$ cat config.mk
export PLATFORM = sky130hd
export DESIGN_NAME = ex_hazard_ctrl
export DESIGN_NICKNAME = d
export VERILOG_FILES = /design/src/rtl/ex_hazard_ctrl.sv
export SDC_FILE = /design/constraint.sdc
export NUM_CORES = 1
export LEC_CHECK = 0
export CORE_MARGIN = 5
export CORE_UTILIZATION = 45
export DETAILED_ROUTE_END_ITERATION = 7
export GPL_TIMING_DRIVEN = 1
export PLACE_DENSITY = 0.8
export SLEW_MARGIN = 10
export SYNTH_ARGS = -nofsm -noshare
export SYNTH_HDL_FRONTEND = slang
export SYNTH_SLANG_ARGS = --single-unit
$ cat constraint.sdc
create_clock -name clk -period 2.1 [get_ports clk]
set_input_delay 0.42 -clock clk [delete_from_list [all_inputs] [get_ports clk]]
set_output_delay 0.42 -clock clk [all_outputs]
set_load 0.01 [all_outputs]
$ cat src/rtl/ex_hazard_ctrl.sv
// Execute-stage hazard controller: operand forwarding, load-use stall, branch flush,
// multi-cycle MUL/DIV sequencing with watchdog, and a saturating stall-cycle counter.
module ex_hazard_ctrl #(
    parameter int REG_ADDR_WIDTH  = 5,
    parameter int STALL_CNT_WIDTH = 32,
    parameter int MDU_MAX_CYCLES  = 64
) (
    input  logic                       clk,
    input  logic                       rst,
    input  logic [REG_ADDR_WIDTH-1:0]  rs1_addr_d_i,
    input  logic [REG_ADDR_WIDTH-1:0]  rs2_addr_d_i,
    input  logic [REG_ADDR_WIDTH-1:0]  rs1_addr_e_i,
    input  logic [REG_ADDR_WIDTH-1:0]  rs2_addr_e_i,
    input  logic [REG_ADDR_WIDTH-1:0]  rd_addr_e_i,
    input  logic                       result_src_e0_i,
    input  logic [REG_ADDR_WIDTH-1:0]  rd_addr_m_i,
    input  logic                       reg_write_m_i,
    input  logic [REG_ADDR_WIDTH-1:0]  rd_addr_w_i,
    input  logic                       reg_write_w_i,
    input  logic                       pc_src_e_i,
    input  logic                       mdu_op_e_i,
    input  logic                       mdu_done_i,
    output logic [1:0]                 forward_a_e_o,
    output logic [1:0]                 forward_b_e_o,
    output logic                       stall_f_o,
    output logic                       stall_d_o,
    output logic                       stall_e_o,
    output logic                       flush_d_o,
    output logic                       flush_e_o,
    output logic                       flush_m_o,
    output logic                       mdu_start_o,
    output logic                       mdu_timeout_o,
    output logic [STALL_CNT_WIDTH-1:0] stall_cnt_o
);

    localparam int WD_W = (MDU_MAX_CYCLES > 2) ? $clog2(MDU_MAX_CYCLES) : 1;
    localparam logic [WD_W-1:0] WD_LAST = WD_W'(MDU_MAX_CYCLES - 1);

    typedef enum logic {IDLE, MDU_BUSY} state_e;

    state_e                     state_q, state_d;
    logic [WD_W-1:0]            wd_q, wd_d;
    logic                       timeout_q, timeout_d;
    logic [STALL_CNT_WIDTH-1:0] cnt_q, cnt_d;
    logic                       start_c;
    logic                       lwstall;

    // MEM result is younger than WB, so it wins when both match.
    function automatic logic [1:0] fwd_sel(input logic [REG_ADDR_WIDTH-1:0] rs);
        if (reg_write_m_i && rd_addr_m_i != '0 && rd_addr_m_i == rs)      return 2'b10;
        else if (reg_write_w_i && rd_addr_w_i != '0 && rd_addr_w_i == rs) return 2'b01;
        else                                                              return 2'b00;
    endfunction

    assign forward_a_e_o = fwd_sel(rs1_addr_e_i);
    assign forward_b_e_o = fwd_sel(rs2_addr_e_i);

    assign lwstall = result_src_e0_i && rd_addr_e_i != '0 &&
                     (rd_addr_e_i == rs1_addr_d_i || rd_addr_e_i == rs2_addr_d_i);

    always_comb begin
        state_d   = state_q;
        wd_d      = wd_q;
        timeout_d = timeout_q;
        start_c   = 1'b0;
        stall_f_o = 1'b0;
        stall_d_o = 1'b0;
        stall_e_o = 1'b0;
        flush_d_o = 1'b0;
        flush_e_o = 1'b0;
        flush_m_o = 1'b0;
        unique case (state_q)
            IDLE: begin
                if (mdu_op_e_i && !pc_src_e_i) begin
                    start_c   = 1'b1;
                    stall_f_o = 1'b1;
                    stall_d_o = 1'b1;
                    stall_e_o = 1'b1;
                    flush_m_o = 1'b1;
                    state_d   = MDU_BUSY;
                end else begin
                    // A taken branch flushes the wrong-path ID instruction instead of stalling it.
                    stall_f_o = lwstall && !pc_src_e_i;
                    stall_d_o = lwstall && !pc_src_e_i;
                    flush_e_o = lwstall || pc_src_e_i;
                    flush_d_o = pc_src_e_i;
                end
            end
            MDU_BUSY: begin
                if (mdu_done_i) begin
                    state_d = IDLE;
                    wd_d    = '0;
                end else begin
                    stall_f_o = 1'b1;
                    stall_d_o = 1'b1;
                    stall_e_o = 1'b1;
                    flush_m_o = 1'b1;
                    wd_d      = wd_q + 1'b1;
                    if (wd_q == WD_LAST) begin
                        timeout_d = 1'b1;
                        flush_e_o = 1'b1;
                        state_d   = IDLE;
                        wd_d      = '0;
                    end
                end
            end
            default: state_d = IDLE;
        endcase
        cnt_d = (stall_f_o && cnt_q != '1) ? cnt_q + 1'b1 : cnt_q;
    end

    always_ff @(posedge clk or posedge rst) begin
        if (rst) begin
            state_q   <= IDLE;
            wd_q      <= '0;
            timeout_q <= 1'b0;
            cnt_q     <= '0;
        end else begin
            state_q   <= state_d;
            wd_q      <= wd_d;
            timeout_q <= timeout_d;
            cnt_q     <= cnt_d;
        end
    end

    assign mdu_start_o   = start_c && !rst;
    assign mdu_timeout_o = timeout_q;
    assign stall_cnt_o   = cnt_q;

endmodule

==> results.sh, run 1 <==
export IMPL_routed_via_density=5.283
export IMPL_clock_skew_ps=10.65
export IMPL_areaGrowthSynthToFinish_pct=51.23
export IMPL_detail_route_first_pass_iterations=4
export IMPL_clk_insertion_delay_late_ps=280
export IMPL_routed_via_count=2314
export IMPL_count_of_nets_left_with_antenna_violations_after_detail_routing=0
export IMPL_timing_setup_critical_path_class="in -> out"
export IMPL_regToRegSetupSlack_ps=150
export IMPL_routabilityCongestion=0.9168
export IMPL_synth_edf_count=0
export IMPL_groute_layer_met3_usage_pct=4.442
export IMPL_initial_standard_cell_utilization_of_the_core_pct=46.92
export IMPL_timing_critical_path_arrival_ps=1790
export IMPL_status="finished with violations"
export IMPL_timing_final_max_slew_violations=0
export IMPL_asyncSetResetFlopFracSynth_pct=100.0
export IMPL_first_global_vias=2345
export IMPL_leakagePower_uw=0.001637
export IMPL_final_layout_size_suffix_gt1_share_pct=27.72
export IMPL_ys_seq_area_share_pct=40.98
export IMPL_grt_overflow_total=0
export IMPL_worstSetupStartpointType="input pin"
export IMPL_ys_flop_type="sky130_fd_sc_hd__dfrtp_1"
export IMPL_maxClockFrequency_mhz=453.2
export IMPL_busiest_layer="met2"
export IMPL_worst_ir_drop_vdd_mv=0.2941
export IMPL_io_buffers=86
export IMPL_totalPowerFinal_uw=2057
export IMPL_power_per_cell_area_mw_per_mm2=556.9
export IMPL_final_hold_violation_count=0
export IMPL_die_w_um=83.67
export IMPL_layout_setup_ws_ps=-106.6
export IMPL_flops_latches_synth=40
export IMPL_pin_count_of_the_biggest_net_entering_global_routing=41
export IMPL_dr_first_iter_drc_count=71
export IMPL_area_of_the_mapped_netlist_mm2=0.002442
export IMPL_placementRows=26
export IMPL_die_y_um=83.67
export IMPL_drc_errors=0
export IMPL_period_utilization_pct=105.1
export IMPL_globalRouteMet2Util_pct=32.68
export IMPL_cts_tree="built"
export IMPL_timing_critical_path_to_type="output pin"
export IMPL_avgSynthCellArea_um2=9.769
export IMPL_number_of_filler_cells_placed_in_the_layout=424
export IMPL_synth_cells=250
export IMPL_antenna_found_initial=0
export IMPL_detail_route_wl_per_cell_um=15.02
export IMPL_htree_num_levels=2
export IMPL_dieArea_mm2=0.007001
export IMPL_finalSetupTns_ps=-109.7
export IMPL_final_period_minus_worst_setup_slack_ps=2207
export IMPL_synthesis_nets=295
export IMPL_timing_hold_worst_class="reg -> reg"
export IMPL_worst_slew_margin_rel_pct=66.76
export IMPL_wire_length_of_the_first_global_routing_pass_um=10900
export IMPL_grt_util_all_layers_pct=18.45
export IMPL_cts_buffer_depth=2
export IMPL_antennaDiodeCount=0
export IMPL_tightestPinTransition_ps=498.6
export IMPL_synth_cell_type_count=36
export IMPL_cts_root_buf="sky130_fd_sc_hd__clkbuf_8"
export IMPL_fp_coreArea_mm2=0.005205
export IMPL_drt_total_wl_um=6580
export IMPL_rsz0062_at_grt="true"
export IMPL_maxCapViolations=0
export IMPL_violations="negative setup slack"
export IMPL_use_met1_pct=22.26
export IMPL_hpwlAfterDp_um=4895
export IMPL_cts_made_buffers=5
export IMPL_finish_cell_count_without_fillers=438
export IMPL_holdWs_ps=494.0
export IMPL_crit_required_ps=1680
export IMPL_dp_cells=427
export IMPL_synthesis_yosys_warnings=0
export IMPL_clock_sink_total=40
export IMPL_floorplan_io_pins=87
export IMPL_finalNetCount=413
export IMPL_cts_hold_repair_buffers=0
export IMPL_cp_max_fo=2
export IMPL_cts_clk_slew_worst_paths_ps=70
export IMPL_setup_viol=3
-- flip-flops by register name, summed over array words and instances, names as in the netlist --
| register | count |
|---|---|
| stall_cnt_o | 32 |
| wd_q | 6 |
| mdu_timeout_o | 1 |
| state_q | 1 |
-- per-layer routing --
metal	part of all wire (%)	wire, um	vias up
met3	6.8	446	10
met4	1.5	101	0
li1	-	-	1112
met5	0	0	-
met1	40	2627	1112
met2	52	3405	80
-- what timing repair did --
action | 4_1_cts | 5_1_grt
endpoints found under the hold margin | 0 | 0
setup buffers | 3 | 1
cloned | 0 | 0
setup endpoints to repair | 42 | 11
pin swaps | 23 | 21
resized for setup | 154 | 40
-- area by class of cell --
| cell class | instances | area [um2] | area share (%) |
|---|---|---|---|
| Multi-Input combinational cell | 195 | 1481 | 40.11 |
| Timing Repair Buffer | 119 | 1020 | 27.61 |
| Sequential cell | 40 | 1001 | 27.10 |
| Tap cell | 70 | 87.58 | 2.371 |
| Clock buffer | 6 | 72.57 | 1.965 |
| Inverter | 7 | 26.28 | 0.7114 |
| Clock inverter | 1 | 5.005 | 0.1355 |
-- path summary, 6_finish.rpt --
kind / start / endpoint / cells past startpoint
worst max-delay path: rd_addr_m_i[2] / forward_b_e_o[0] / 7
worst min-delay path: stall_cnt_o[23] / stall_cnt_o[23] / 1
worst max register to register: stall_cnt_o[13] / stall_cnt_o[27] / 6
worst min register to register: stall_cnt_o[23] / stall_cnt_o[23] / 1
max in group asynchronous: rst / stall_cnt_o[27] / 3
min in group asynchronous: rst / state_q / 3
-- critical path, cell delays in order --
cell	delay, ps
sky130_fd_sc_hd__buf_6	90
sky130_fd_sc_hd__or4_4	540
sky130_fd_sc_hd__o21ai_4	190
sky130_fd_sc_hd__buf_6	140
sky130_fd_sc_hd__nor4_4	40
sky130_fd_sc_hd__nor4_2	180
sky130_fd_sc_hd__buf_2	180
-- kinds of logic (layout without fill, tap and decap cells) --
| logic type | count (synthesis) | count (layout) | share of synthesized area, % |
|---|---|---|---|
| AOI/OAI and AO/OA | 18 | 18 | 5.430 |
| adders and majority gates | 2 | 2 | 1.024 |
| and+or+nand+nor | 112 | 112 | 26.02 |
| buffers and inverters | 15 | 133 | 3.637 |
| xor gates and xnor gates | 61 | 61 | 21.87 |
| DFF | 40 | 40 | 40.98 |
| muxes | 2 | 2 | 1.024 |
-- cells in the mapped netlist, types with 2 or more instances --
cell type | instances | area (um2)
sky130_fd_sc_hd__a21oi_1 | 2 | 10.01
sky130_fd_sc_hd__a22o_1 | 2 | 17.52
sky130_fd_sc_hd__and2_1 | 2 | 12.51
sky130_fd_sc_hd__and3_1 | 14 | 87.58
sky130_fd_sc_hd__and4_1 | 3 | 26.28
sky130_fd_sc_hd__buf_2 | 2 | 10.01
sky130_fd_sc_hd__buf_4 | 2 | 15.01
sky130_fd_sc_hd__buf_6 | 3 | 33.78
sky130_fd_sc_hd__dfrtp_1 | 40 | 1001
sky130_fd_sc_hd__ha_1 | 2 | 25.02
sky130_fd_sc_hd__inv_1 | 7 | 26.28
sky130_fd_sc_hd__nand2_1 | 15 | 56.30
sky130_fd_sc_hd__nand2b_1 | 2 | 12.51
sky130_fd_sc_hd__nand3_1 | 24 | 120.1
sky130_fd_sc_hd__nand4_1 | 17 | 106.4
sky130_fd_sc_hd__nor2_1 | 14 | 52.55
sky130_fd_sc_hd__nor2b_1 | 2 | 12.51
sky130_fd_sc_hd__nor3_1 | 3 | 15.01
sky130_fd_sc_hd__nor3_2 | 2 | 20.02
sky130_fd_sc_hd__nor4_1 | 5 | 31.28
sky130_fd_sc_hd__o21ai_0 | 8 | 40.04
sky130_fd_sc_hd__o22ai_1 | 2 | 12.51
sky130_fd_sc_hd__or4_1 | 5 | 37.54
sky130_fd_sc_hd__xnor2_1 | 37 | 324.1
sky130_fd_sc_hd__xor2_1 | 24 | 210.2
-- power by group --
group	leakage (uW)	internal, uW	switching [uW]
clock	0.0000410	226	253
sequential	0.000545	845	90.9
combinational	0.00105	354	288
-- per-stage QoR --
stage / util, % / area [um2] / setup slack (ps)
after detailed placement: 68.37 / 3558 / -928.5
after CTS: 70.41 / 3665 / -105.3
final: 70.96 / 3694 / -106.6
after global placement: 68.37 / 3558 / -886.1
after global routing: 70.96 / 3694 / -145.2
after floorplan: - / 2455 / 52.21
-- cell usage in the layout (no fill, tap or decap), drive strengths merged, types with 2 or more instances in the layout --
master and instances:
nor3 5, clkdlybuf4s15 4, dfrtp 40, dlygate4sd2 9
nand2 15, ha 2, clkdlybuf4s50 37, nor4 6
inv 7, and3 15, clkbuf 15, buf 59
o21ai 9, nand4 17, nand2b 2, and4 3
xor2 24, a22o 2, nor2b 2, o22ai 2
and2 2, xnor2 37, nor2 14, nand3 24
a21oi 2, or4 5
Power figures use the tool's default switching activity.
==> run 2: changes to the inputs <==
--- a/config.mk
+++ b/config.mk
@@ -9,6 +9,7 @@
 export CORE_UTILIZATION = 45
 export DETAILED_ROUTE_END_ITERATION = 7
 export GPL_TIMING_DRIVEN = 1
+export HOLD_SLACK_MARGIN = 0.12
 export PLACE_DENSITY = 0.8
 export SLEW_MARGIN = 10
 export SYNTH_ARGS = -nofsm -noshare
==> results of run 2 <==
Final layout, timing and power as in run 1 (identical DEF).
==> run 3: changes to the inputs <==
--- a/config.mk
+++ b/config.mk
@@ -10,7 +10,7 @@
 export DETAILED_ROUTE_END_ITERATION = 7
 export GPL_TIMING_DRIVEN = 1
 export HOLD_SLACK_MARGIN = 0.12
-export PLACE_DENSITY = 0.8
+export PLACE_DENSITY = 0.78
 export SLEW_MARGIN = 10
 export SYNTH_ARGS = -nofsm -noshare
 export SYNTH_HDL_FRONTEND = slang
==> run 3 against run 2 <==
  * The run still ends with negative setup slack left
  * Hold slack lost 5.4 ps
  * Register-to-register slack gained 90 ps
  * Design area grew 0.88%
  * Routed wire length shrank 6.2%
==> results.sh, run 3 (synthesis results as in run 1) <==
export IMPL_status="finished with violations"
export IMPL_violations="negative setup slack"
export IMPL_cp_max_fo=2
export IMPL_timing_final_max_slew_violations=0
export IMPL_die_w_um=83.67
export IMPL_holdPathStages=1
export IMPL_fp_coreArea_mm2=0.005205
export IMPL_power_per_cell_area_mw_per_mm2=586.1
export IMPL_met2WireLength_um=3092
export IMPL_clk_insertion_delay_late_ps=290
export IMPL_finalNetCount=415
export IMPL_design_area_mm2=0.003726
export IMPL_cts_made_buffers=5
export IMPL_maxCapViolations=0
export IMPL_die_y_um=83.67
export IMPL_largest_reg_flops=32
export IMPL_cts_root_buf="sky130_fd_sc_hd__clkbuf_8"
export IMPL_drt_total_wl_um=6174
export IMPL_totalPowerFinal_uw=2184
export IMPL_cts_tree="built"
export IMPL_final_layout_size_suffix_gt1_share_pct=23.45
export IMPL_detail_route_first_pass_iterations=5
export IMPL_regToRegEndpoint="stall_cnt_o[29]"
export IMPL_grt_util_all_layers_pct=17.80
export IMPL_drc_errors=0
export IMPL_io_buffers=86
export IMPL_leakagePower_uw=0.001669
export IMPL_cts_buffer_depth=2
export IMPL_period_utilization_pct=104.5
export IMPL_htree_num_levels=2
export IMPL_mostFrequentLayoutCell="sky130_fd_sc_hd__dfrtp_1"
export IMPL_layout_setup_ws_ps=-94.67
export IMPL_count_of_nets_left_with_antenna_violations_after_detail_routing=0
export IMPL_met1_length_um=2477
export IMPL_routed_via_count=2273
export IMPL_initial_standard_cell_utilization_of_the_core_pct=46.92
export IMPL_crit_path_cell_trace="buf_6 -> or4_4 -> o21ai_4 -> nor4_4 -> nor4_2 -> buf_2"
export IMPL_placementRows=26
export IMPL_reg2reg_depth=6
export IMPL_tightestPinTransition_ps=495.9
export IMPL_worst_hold_startpoint="mdu_timeout_o"
export IMPL_timing_setup_critical_path_class="in -> out"
export IMPL_timing_hold_worst_endpoint="mdu_timeout_o"
export IMPL_worst_slew_margin_rel_pct=66.94
export IMPL_rsz0062_at_grt="true"
export IMPL_cts_clk_slew_worst_paths_ps=70
export IMPL_layout_core_utilization_pct=71.59
export IMPL_worst_r2r_startpoint="stall_cnt_o[13]"
export IMPL_pin_count_of_the_biggest_net_entering_global_routing=41
export IMPL_highest_signal_layer="met4"
export IMPL_worst_ir_drop_vdd_mv=0.2836
export IMPL_clock_skew_ps=9.053
export IMPL_worstSetupStartpointType="input pin"
export IMPL_routabilityCongestion=0.8767
export IMPL_dr_wl_met3_um=518
export IMPL_antenna_found_initial=0
export IMPL_final_hold_violation_count=0
export IMPL_detailed_place_area_mm2=0.003581
export IMPL_crit_required_ps=1680
export IMPL_wire_length_of_the_first_global_routing_pass_um=10310
export IMPL_timing_critical_path_arrival_ps=1770
export IMPL_hpwlAfterDp_um=4742
export IMPL_dieArea_mm2=0.007001
export IMPL_grt_overflow_total=0
export IMPL_regToRegSetupSlack_ps=240
export IMPL_areaGrowthSynthToFinish_pct=52.56
export IMPL_final_period_minus_worst_setup_slack_ps=2195
export IMPL_maxClockFrequency_mhz=455.6
export IMPL_delay_contributed_by_the_slowest_stage_of_the_critical_path_ps=530
export IMPL_first_global_vias=2292
export IMPL_cpMaxStageDelayCell="sky130_fd_sc_hd__or4_4"
export IMPL_antennaDiodeCount=0
export IMPL_dr_first_iter_drc_count=73
export IMPL_detail_route_wl_per_cell_um=14.00
export IMPL_setup_viol=2
export IMPL_layout_common_cells="sky130_fd_sc_hd__dfrtp_1 (39), sky130_fd_sc_hd__clkdlybuf4s50_1 (38), sky130_fd_sc_hd__xnor2_1 (37), sky130_fd_sc_hd__buf_4 (31), sky130_fd_sc_hd__nand3_1 (24)"
export IMPL_timing_hold_worst_class="reg -> reg"
export IMPL_detailedPlace_worstSlack_ps=-939.0
export IMPL_timing_critical_path_to_type="output pin"
export IMPL_clock_sink_total=40
export IMPL_floorplan_io_pins=87
export IMPL_routed_via_density=5.154
-- run 3: changes by cell type in the layout (fill, tap and decap cells not counted), moves of 2 or more --
cell                              change
sky130_fd_sc_hd__nor4_2               +2
sky130_fd_sc_hd__dlymetal6s2s_1       +2
sky130_fd_sc_hd__clkdlybuf4s15_1      +5
sky130_fd_sc_hd__xor2_1               +4
sky130_fd_sc_hd__buf_6                -7
sky130_fd_sc_hd__clkbuf_2             -7
sky130_fd_sc_hd__dlygate4sd2_1        +5
sky130_fd_sc_hd__xor2_2               -4
-- run 3: power by group --
| part | switching (uW) | total (uW) | internal, uW | leakage, uW |
|---|---|---|---|---|
| clock | 261 | 614 | 353 | 0.0000552 |
| sequential | 88.8 | 935 | 846 | 0.000544 |
| combinational | 282 | 635 | 353 | 0.00107 |
| total | 632 | 2180 | 1550 | 0.00167 |
-- run 3: stage by stage --
stage               hold WS [ps]  cells  setup TNS [ps]
global placement           468.3    430          -21450
CTS                        492.3    440          -141.7
detailed placement         471.7    430          -23160
finish                     488.6    441          -146.4
floorplan                  463.3    250               0
global route               509.9    441          -518.3
-- run 3: area by class of cell --
type | count | area [um2]
timing repair buffer | 121 | 1062
clock buffer | 6 | 72.57
sequential | 40 | 1002
clock inverter | 2 | 35.03
inverter | 7 | 26.28
fill | 409 | 1479
multi-input combinational | 195 | 1440
tap | 70 | 87.58
-- run 3: worst max-delay path, delay by kind of cell --
kind	cells	cell delay [ps]
and+or+nand+nor	3	880
buffers and inverters	2	280
AOI/OAI and AO/OA	1	190
-- run 3: how the worst max path moves through the flow --
stage / startpoint / endpoint / cells past startpoint
floorplan: rd_addr_m_i[1] / forward_a_e_o[0] / 4
global placement: rd_addr_m_i[1] / forward_a_e_o[0] / 6
detailed placement: rd_addr_m_i[1] / forward_b_e_o[0] / 6
CTS: rd_addr_w_i[4] / forward_b_e_o[0] / 6
global route: rd_addr_m_i[2] / forward_b_e_o[0] / 6
finish: rd_addr_m_i[2] / forward_b_e_o[0] / 6
-- run 3: routing by layer --
metal | global-route usage, % | vias up
li1 | - | 1124
met1 | 20.09 | 1060
met2 | 31.38 | 81
met3 | 5.923 | 8
met4 | 5.994 | 0
met5 | 0 | -
-- run 3: timing repair --
item                                    in CTS  in global routing
hold buffers                                 0                  0
resized for setup                          134                 20
pin swaps                                   25                 13
buffers inserted                             2                  1
endpoints found under the setup margin      43                 11
hold endpoints to repair                     0                  0
